## src/rtl/dlbf_csr_cntrl_nch.sv

```systemverilog
// N-channel CSR block for the DLBF data-mover: BRAM-port decode, go/reset controls, W1C done status and irq.
// Optional build macro DLBF_CSR_CYCLE_CNT_EN adds the 32-bit CYCLE_CNT run timer at offset 0x18.
module dlbf_csr_cntrl_nch #(
    parameter int          NCH     = 4,
    parameter int          ADDR_W  = 20,
    parameter int          ADDRB_W = 16,
    parameter int          RST_LEN = 16,
    parameter logic [31:0] ID_VAL  = 32'h0123_4568
) (
    input  logic                   BRAM_PORTA_clk,
    input  logic                   BRAM_PORTA_rst,
    input  logic [ADDR_W-1:0]      BRAM_PORTA_addr,
    input  logic [31:0]            BRAM_PORTA_din,
    input  logic                   BRAM_PORTA_en,
    input  logic                   BRAM_PORTA_we,
    input  logic [NCH-1:0]         m_done,
    input  logic [NCH*ADDRB_W-1:0] addrb_wire,
    output logic [NCH-1:0]         go,
    output logic                   m_axis_rst,
    output logic [11:0]            block_size,
    output logic [11:0]            niter,
    output logic [15:0]            rollover_addr,
    output logic                   irq,
    output logic [31:0]            csr_rddata
);

    localparam int RCW = $clog2(RST_LEN + 1);

    localparam logic [7:0] OFF_ID     = 8'h00;
    localparam logic [7:0] OFF_CTRL   = 8'h04;
    localparam logic [7:0] OFF_BSIZE  = 8'h08;
    localparam logic [7:0] OFF_NITER  = 8'h0C;
    localparam logic [7:0] OFF_ROLL   = 8'h10;
    localparam logic [7:0] OFF_IRQEN  = 8'h14;
    localparam logic [7:0] OFF_CYCLE  = 8'h18;
    localparam logic [7:0] OFF_STATUS = 8'h20;
    localparam logic [7:0] OFF_ROW0   = 8'h40;

    logic             is_csr, wr_en, rd_en;
    logic [7:0]       off;
    logic             ctrl_wr, status_wr;

    logic             go_all_q, go_all_d;
    logic [NCH-1:0]   ch_en_q, ch_en_d;
    logic [11:0]      block_size_q, block_size_d;
    logic [11:0]      niter_q, niter_d;
    logic [15:0]      rollover_q, rollover_d;
    logic [NCH-1:0]   irq_en_q, irq_en_d;
    logic [NCH-1:0]   done_sticky_q, done_sticky_d;
    logic [NCH-1:0]   m_done_d_q;
    logic [RCW-1:0]   rst_cnt_q, rst_cnt_d;
    logic             irq_q, irq_d;
    logic [31:0]      rddata_q, rddata_d;
    logic [31:0]      rd_val;
    logic [31:0]      cycle_cnt;
    logic [31:0]      row_val [NCH];
    logic             unused_bits;

    assign is_csr    = BRAM_PORTA_addr[ADDR_W-1];
    assign wr_en     = BRAM_PORTA_en & BRAM_PORTA_we & is_csr;
    assign rd_en     = BRAM_PORTA_en & ~BRAM_PORTA_we & is_csr;
    assign off       = BRAM_PORTA_addr[7:0];
    assign ctrl_wr   = wr_en && (off == OFF_CTRL);
    assign status_wr = wr_en && (off == OFF_STATUS);

    assign unused_bits = ^{BRAM_PORTA_addr[ADDR_W-2:8], BRAM_PORTA_din[31:16]};

    generate
        for (genvar gi = 0; gi < NCH; gi++) begin : g_row
            assign row_val[gi] = 32'(addrb_wire[gi*ADDRB_W +: ADDRB_W]);
        end
    endgenerate

    assign go            = {NCH{go_all_q}} & ch_en_q;
    assign m_axis_rst    = (rst_cnt_q != '0);
    assign block_size    = block_size_q;
    assign niter         = niter_q;
    assign rollover_addr = rollover_q;
    assign irq           = irq_q;
    assign csr_rddata    = rddata_q;

    always_comb begin
        rd_val = '0;
        case (off)
            OFF_ID:     rd_val = ID_VAL;
            OFF_CTRL: begin
                rd_val[4]       = go_all_q;
                rd_val[8 +: NCH] = ch_en_q;
            end
            OFF_BSIZE:  rd_val[11:0] = block_size_q;
            OFF_NITER:  rd_val[11:0] = niter_q;
            OFF_ROLL:   rd_val[15:0] = rollover_q;
            OFF_IRQEN:  rd_val[NCH-1:0] = irq_en_q;
            OFF_CYCLE:  rd_val = cycle_cnt;
            OFF_STATUS: begin
                rd_val[NCH-1:0]   = done_sticky_q;
                rd_val[16 +: NCH] = m_done;
            end
            default: begin
                for (int i = 0; i < NCH; i++) begin
                    if (off == 8'(OFF_ROW0 + 8'(4 * i))) rd_val = row_val[i];
                end
            end
        endcase
    end

    always_comb begin
        go_all_d      = go_all_q;
        ch_en_d       = ch_en_q;
        block_size_d  = block_size_q;
        niter_d       = niter_q;
        rollover_d    = rollover_q;
        irq_en_d      = irq_en_q;
        rddata_d      = rddata_q;
        rst_cnt_d     = (rst_cnt_q != '0) ? rst_cnt_q - 1'b1 : '0;

        if (wr_en) begin
            case (off)
                OFF_CTRL: begin
                    go_all_d = BRAM_PORTA_din[4];
                    ch_en_d  = BRAM_PORTA_din[8 +: NCH];
                end
                OFF_BSIZE: block_size_d = BRAM_PORTA_din[11:0];
                OFF_NITER: niter_d      = BRAM_PORTA_din[11:0];
                OFF_ROLL:  rollover_d   = BRAM_PORTA_din[15:0];
                OFF_IRQEN: irq_en_d     = BRAM_PORTA_din[NCH-1:0];
                default: ;
            endcase
        end
        // A rewrite of rst_req mid-pulse restarts the full pulse length
        if (ctrl_wr && BRAM_PORTA_din[0]) rst_cnt_d = RCW'(RST_LEN);
        if (rd_en) rddata_d = rd_val;

        // New rising edges take priority over a simultaneous W1C
        done_sticky_d = (done_sticky_q & ~(status_wr ? BRAM_PORTA_din[NCH-1:0] : '0))
                      | (m_done & ~m_done_d_q);
        irq_d = |(done_sticky_q & irq_en_q);
    end

    always_ff @(posedge BRAM_PORTA_clk) begin
        if (BRAM_PORTA_rst) begin
            go_all_q      <= 1'b0;
            ch_en_q       <= '1;
            block_size_q  <= 12'd384;
            niter_q       <= 12'd4;
            rollover_q    <= 16'd1536;
            irq_en_q      <= '0;
            done_sticky_q <= '0;
            m_done_d_q    <= '0;
            rst_cnt_q     <= '0;
            irq_q         <= 1'b0;
            rddata_q      <= '0;
        end else begin
            go_all_q      <= go_all_d;
            ch_en_q       <= ch_en_d;
            block_size_q  <= block_size_d;
            niter_q       <= niter_d;
            rollover_q    <= rollover_d;
            irq_en_q      <= irq_en_d;
            done_sticky_q <= done_sticky_d;
            m_done_d_q    <= m_done;
            rst_cnt_q     <= rst_cnt_d;
            irq_q         <= irq_d;
            rddata_q      <= rddata_d;
        end
    end

`ifdef DLBF_CSR_CYCLE_CNT_EN
    logic [31:0] cycle_cnt_q, cycle_cnt_d;

    // Timer restarts when the run is armed and stops once every running channel has reported done
    always_comb begin
        cycle_cnt_d = cycle_cnt_q;
        if (ctrl_wr && BRAM_PORTA_din[4] && !go_all_q) begin
            cycle_cnt_d = '0;
        end else if (|(go & ~done_sticky_q) && (cycle_cnt_q != 32'hFFFF_FFFF)) begin
            cycle_cnt_d = cycle_cnt_q + 32'd1;
        end
    end

    always_ff @(posedge BRAM_PORTA_clk) begin
        if (BRAM_PORTA_rst) cycle_cnt_q <= '0;
        else                cycle_cnt_q <= cycle_cnt_d;
    end

    assign cycle_cnt = cycle_cnt_q;
`else
    assign cycle_cnt = '0;
`endif

endmodule

```

## config.mk

```make
export PLATFORM = sky130hd
export DESIGN_NAME = dlbf_csr_cntrl_nch
export DESIGN_NICKNAME = d
export VERILOG_FILES = /design/src/rtl/dlbf_csr_cntrl_nch.sv
export SDC_FILE = /design/constraint.sdc
export NUM_CORES = 1
export LEC_CHECK = 0
export CAP_MARGIN = 20
export CELL_PAD_IN_SITES_DETAIL_PLACEMENT = 0
export CELL_PAD_IN_SITES_GLOBAL_PLACEMENT = 1
export CORE_ASPECT_RATIO = 0.75
export CORE_MARGIN = 2
export CORE_UTILIZATION = 39
export CTS_BUF_LIST = sky130_fd_sc_hd__clkbuf_8
export CTS_CLUSTER_DIAMETER = 40
export DETAILED_ROUTE_END_ITERATION = 8
export DONT_BUFFER_PORTS = 1
export PLACE_DENSITY = 0.67
export SLEW_MARGIN = 30
export SYNTH_ARGS = -nofsm -noshare
export SYNTH_HDL_FRONTEND = slang
export SYNTH_SLANG_ARGS = --single-unit
```

## constraint.sdc

```tcl
create_clock -name BRAM_PORTA_clk -period 2 [get_ports BRAM_PORTA_clk]
set_input_delay 0.4 -clock BRAM_PORTA_clk [delete_from_list [all_inputs] [get_ports BRAM_PORTA_clk]]
set_output_delay 0.4 -clock BRAM_PORTA_clk [all_outputs]
set_load 0.01 [all_outputs]
```

Word level (Yosys, flattened, before mapping)

Cells that the tools add are included.

Register bits after elaboration: 95
Word-level logic and storage cells: 70
Output and inout bits: 78
Input port bits: 124

Bitwise gates (word level): 13
Mux-type cells: 14
Reductions and logical operators: 19
Equality and inequality tests: 11
$add $sub $neg: 1

Operators with widths:

| cell                  | count |
|---|---|
| $mux W32              | 3 |
| $eq A8 B7 Y1 const B  | 4 |
| $pmux W4 S7           | 1 |
| $eq A8 B5 Y1 const B  | 3 |
| $pmux W12 S2          | 1 |
| $pmux W4 S3           | 2 |
| $pmux W4 S6           | 1 |
| $and A4 B4 Y4         | 4 |
| $eq A8 B4 Y1 const B  | 2 |
| $mux W16              | 1 |
| $pmux W3 S5           | 1 |
| $reduce_or A4 Y1      | 3 |
| $reduce_or A6 Y1      | 2 |
| $mux W5               | 2 |
| $reduce_and A2 Y1     | 5 |
| $eq A8 B3 Y1 const B  | 1 |
| $eq A8 B6 Y1 const B  | 1 |
| $logic_not A8 Y1      | 1 |
| $not A4 Y4            | 2 |
| $reduce_or A7 Y1      | 1 |
| $reduce_or A3 Y1      | 2 |
| $pmux W1 S5           | 1 |
| $reduce_bool A5 Y1    | 1 |
| $sub A5 B1 Y5 const B | 1 |
| other kinds (6)       | 12 |

Logic depth before layout (Yosys ltp)

Gate-level depths: netlist (run 1).

Depth in word-level cells: 7
Gate-level depth with buffers: 7
Depth with buffers taken out: 6

Worst setup path after synthesis (run 1)

No wires, ideal clock.

Path type: input to register
Start point: input BRAM_PORTA_addr[5]
End point: register rddata_q[3] (netlist: csr_rddata[3])
Slack: 0.226 ns
Stages: 5
Required time: 1.897 ns
Data arrival time: 1.670 ns
Path buffers: 1
Setup time: 0.103 ns
Cells stage by stage: buf_4 -> nor4_2 -> a21oi_1 -> and2_4 -> a2111oi_2

Cells in the longest elaborated chain, start to end: 6
Elaborated cells on any way between the ends: 18
Those cells by class: eq/ne (11); mux (5); reduce/logical (2)

Ends and longest elaborated chain:

| element               | RTL line | text |
|---|---|---|
| start, declared       | 12       | `input logic [ADDR_W-1:0] BRAM_PORTA_addr,` |
| $eq A8 B7 Y1          | 101      | `if (off == 8'(OFF_ROW0 + 8'(4 * i))) rd_val = row_val[i];` |
| $mux W16              | 101      |  |
| $mux W32 (3 in a row) | 101      |  |
| $pmux W4 S7 *         | 84       | `case (off)` |
| end signal, assigned  | 164      | `rddata_q <= rddata_d;` |
| end, declared         | 53       | `logic [31:0] rddata_q, rddata_d;` |

Every way passes the cells marked *; elsewhere a longest branch is shown, timed or not.
A chain may end at the register's enable or synchronous reset.

Worst setup path after layout (run 1)

Start point: register rst_cnt_q[0]
End point: output m_axis_rst

Cells in the longest elaborated chain, start to end: 1

Ends and longest elaborated chain:

| element                | RTL line | text |
|---|---|---|
| start, declared        | 51       | `logic [RCW-1:0] rst_cnt_q, rst_cnt_d;` |
| start signal, assigned | 162      | `rst_cnt_q <= rst_cnt_d;` |
| $reduce_bool A5 Y1     | 75       | `assign m_axis_rst = (rst_cnt_q != '0);` |
| end, declared          | 19       | `output logic m_axis_rst,` |

No other way between the ends.

==> reports/results.tsv, run 1 <==
metric	value	unit
outcome	complete, no violations	
CTS Root Cell	clkbuf_8	
Routed WL	13.9	mm
startpoint types	flop	
die height	95.4	microns
Final min period	1.84	ns
syn avg cell area	9.05	sq um
crit path DAT	1.44	ns
share of cells above drive strength 1	16.0	%
highest metal used	met4	
Routed Antenna Nets	0	
Filler cells	1102	
H-tree levels	3	
number of global-route vias before repair	3507	
Leakage	1.74	nW
post-synth top area share	38.7	%
setup TNS	0	ns
CTS sink cnt	84	
Overall Power	3.50	mW
cts bufs inserted	9	
Crit Path Max Fanout	3	
port bufs	0	
Reg power frac	50.7	%
Final Slew Violations	0	
max_cap viols	0	
DRT Pass-1 Iters	5	
Peak VDD IR	0.435	mV
Area Overhead vs Synth	8.12	%
fin nets	602	
grt total ovfl	0	
Comb pwr share	10.6	%
R2R cell count	6	
All-Layer GR Usage	22.5	%
vias per inst	5.93	
worst hold path type	in2reg	
initial antenna violation count	0	
metal1 wirelength	6.20	mm
NetSw	0.867	mW
Ports	202	
Data required, critical path	1.60	ns
RSZ-0062 raised after global routing	false	
antenna fix cells	0	
sequential fraction of the synthesis area	38.7	%
most common cell after layout, fill and taps aside	dfxtp_1	
final number of hold-violating endpoints	0	
Met2 Wirelength	6.34	mm
Seq cells post-synth	84	
CTS tree	yes	
Via Count	3686	
Worst Clk Skew	0.00490	ns
Max clock buf depth	2	
Synth area leader	dfxtp_1	
Distinct cells, synth	53	
ratio of final minimum period to clock period	91.9	%
YS warnings	0	
Placer Congestion	0.833	
synth top area cells	dfxtp_1 (39%), mux4_2 (6.7%), a21oi_1 (4.7%)	
Clock power frac	38.7	%
final setup vio count	0	
leading cell types in the layout, fill and taps excluded	dfxtp_1 (84), nand2_1 (52), a21oi_1 (41)	
Residual DRC	0	
Crit. End Element	primary output	
met3 wire len	1.26	mm
pwr dens	745	mW/mm^2
Initial Util	39.9	%
number of cells on the worst hold path	1	
Reg area	0.00168	sq mm
post-layout util	43.1	%
Reg clk slew, reported paths	0.08	ns
Max Freq	544	MHz
Die ar.	0.0120	sq mm
Post-synth EDFFs	0	
largest net degree at the start of global routing	82	
core footprint	0.0109	sq mm
Pint	2.63	mW
global-route wire length before repair	20.6	mm
DPL Wire Length	10.3	mm
Cell Area, Synth	0.00434	sq mm
FP Rows	33	
switching part of the total	24.8	%
Worst-Skew Late Latency	0.35	ns
prevailing post-synth register cell	dfxtp_1	
multi-input gate area in the final layout	0.00238	sq mm
Avg WL per Cell	22.3	microns
WS Path Type	reg2out	
Post-Syn Instances	480	
initial drt markers	255	
Async S/R FF share, synth	0	%
Die Wd	126	microns
layout make-up:
| type | instances | share of cell area, % |
|---|---|---|
| Multi-Input combinational cell | 346 | 50.7 |
| Inverter | 9 | 0.719 |
| Clock inverter | 7 | 2.10 |
| Clock buffer | 9 | 2.64 |
| Timing Repair Buffer | 27 | 4.32 |
| Sequential cell | 84 | 35.8 |
| Tap cell | 140 | 3.73 |
sequential cells by signal, indices dropped and copies added (netlist names):
name           count
rst_cnt_q          5
niter             12
csr_rddata        21
rollover_addr     16
m_done_d_q         4
done_sticky_q      4
block_size        12
ch_en_q            4
go_all_q           1
irq                1
irq_en_q           4
repair_timing:
action,in CTS,in global routing
endpoints found under the setup margin,1,0
resized for setup,1,0
hold buffers,0,0
buffers inserted,0,0
power by group through the flow:
stage          Sequential (mW)  Clock (mW)  Combinational, mW
5_1_grt                   1.78        1.45              0.409
3_3_place_gp              1.81           0              0.356
3_5_place_dp              1.81           0              0.361
6_report                  1.77        1.35              0.371
2_1_floorplan             1.80           0              0.363
4_1_cts                   1.77        1.39              0.375
kinds of logic (layout without fill, tap and decap cells):
| kind of cell | after synthesis | in the layout | share of synthesized area (%) |
|---|---|---|---|
| AOI/OAI and AO/OA | 113 | 113 | 18.1 |
| adders and majority gates | 1 | 1 | 0.288 |
| xor gates and xnor gates | 2 | 2 | 0.403 |
| muxes | 36 | 36 | 12.3 |
| other | 1 | 10 | 0.0863 |
| DFF | 84 | 84 | 38.7 |
| buffers and inverters | 59 | 52 | 7.34 |
| and+or+nand+nor | 184 | 184 | 22.8 |
cells in the mapped netlist, types with 13 or more instances:
cell type / n
dfxtp_1: 84
nand2_1: 52
a21oi_1: 41
nor2_1: 37
nand3_1: 30
buf_4: 18
clkbuf_1: 18
mux2i_1: 15
a22oi_1: 13
mux4_2: 13
worst max-delay path, cell delays in order, from the launching register on:
cell and delay (ns):
dfxtp_1 0.33, inv_1 0.06, ha_1 0.19, or4b_4 0.51
per-stage QoR:
stage	std cells	hold WS (ns)	worst slack, ns	area (sq um)
floorplan	489	0.414	0.226	4380
global placement	606	0.429	0.201	4470
detailed placement	606	0.431	0.124	4470
CTS	622	0.100	0.137	4700
global route	622	0.0829	0.0833	4700
finish	622	0.107	0.163	4700
path summary, 6_finish.rpt:
path                                              start                      end  slack, ns
worst max-delay path            rst_cnt_q[0]$_SDFF_PP0_               m_axis_rst       0.16
worst min-delay path                     BRAM_PORTA_rst    niter[8]$_SDFFE_PP0P_       0.11
worst max register to register  rst_cnt_q[0]$_SDFF_PP0_  rst_cnt_q[2]$_SDFF_PP0_       0.52
worst min register to register  rst_cnt_q[0]$_SDFF_PP0_  rst_cnt_q[0]$_SDFF_PP0_       0.45
per-layer routing:
metal,GRT usage [%],vias up
met5,0,-
met1,30.0,1775
met3,7.63,6
met4,4.95,0
met2,35.9,182
li1,-,1723
Note: power is estimated with default switching activity, not from simulation.
==> run 2: changes to the inputs <==
SLEW_MARGIN = not set   (was 30)
==> results of run 2 <==
Final layout, timing and power as in run 1 (identical DEF).
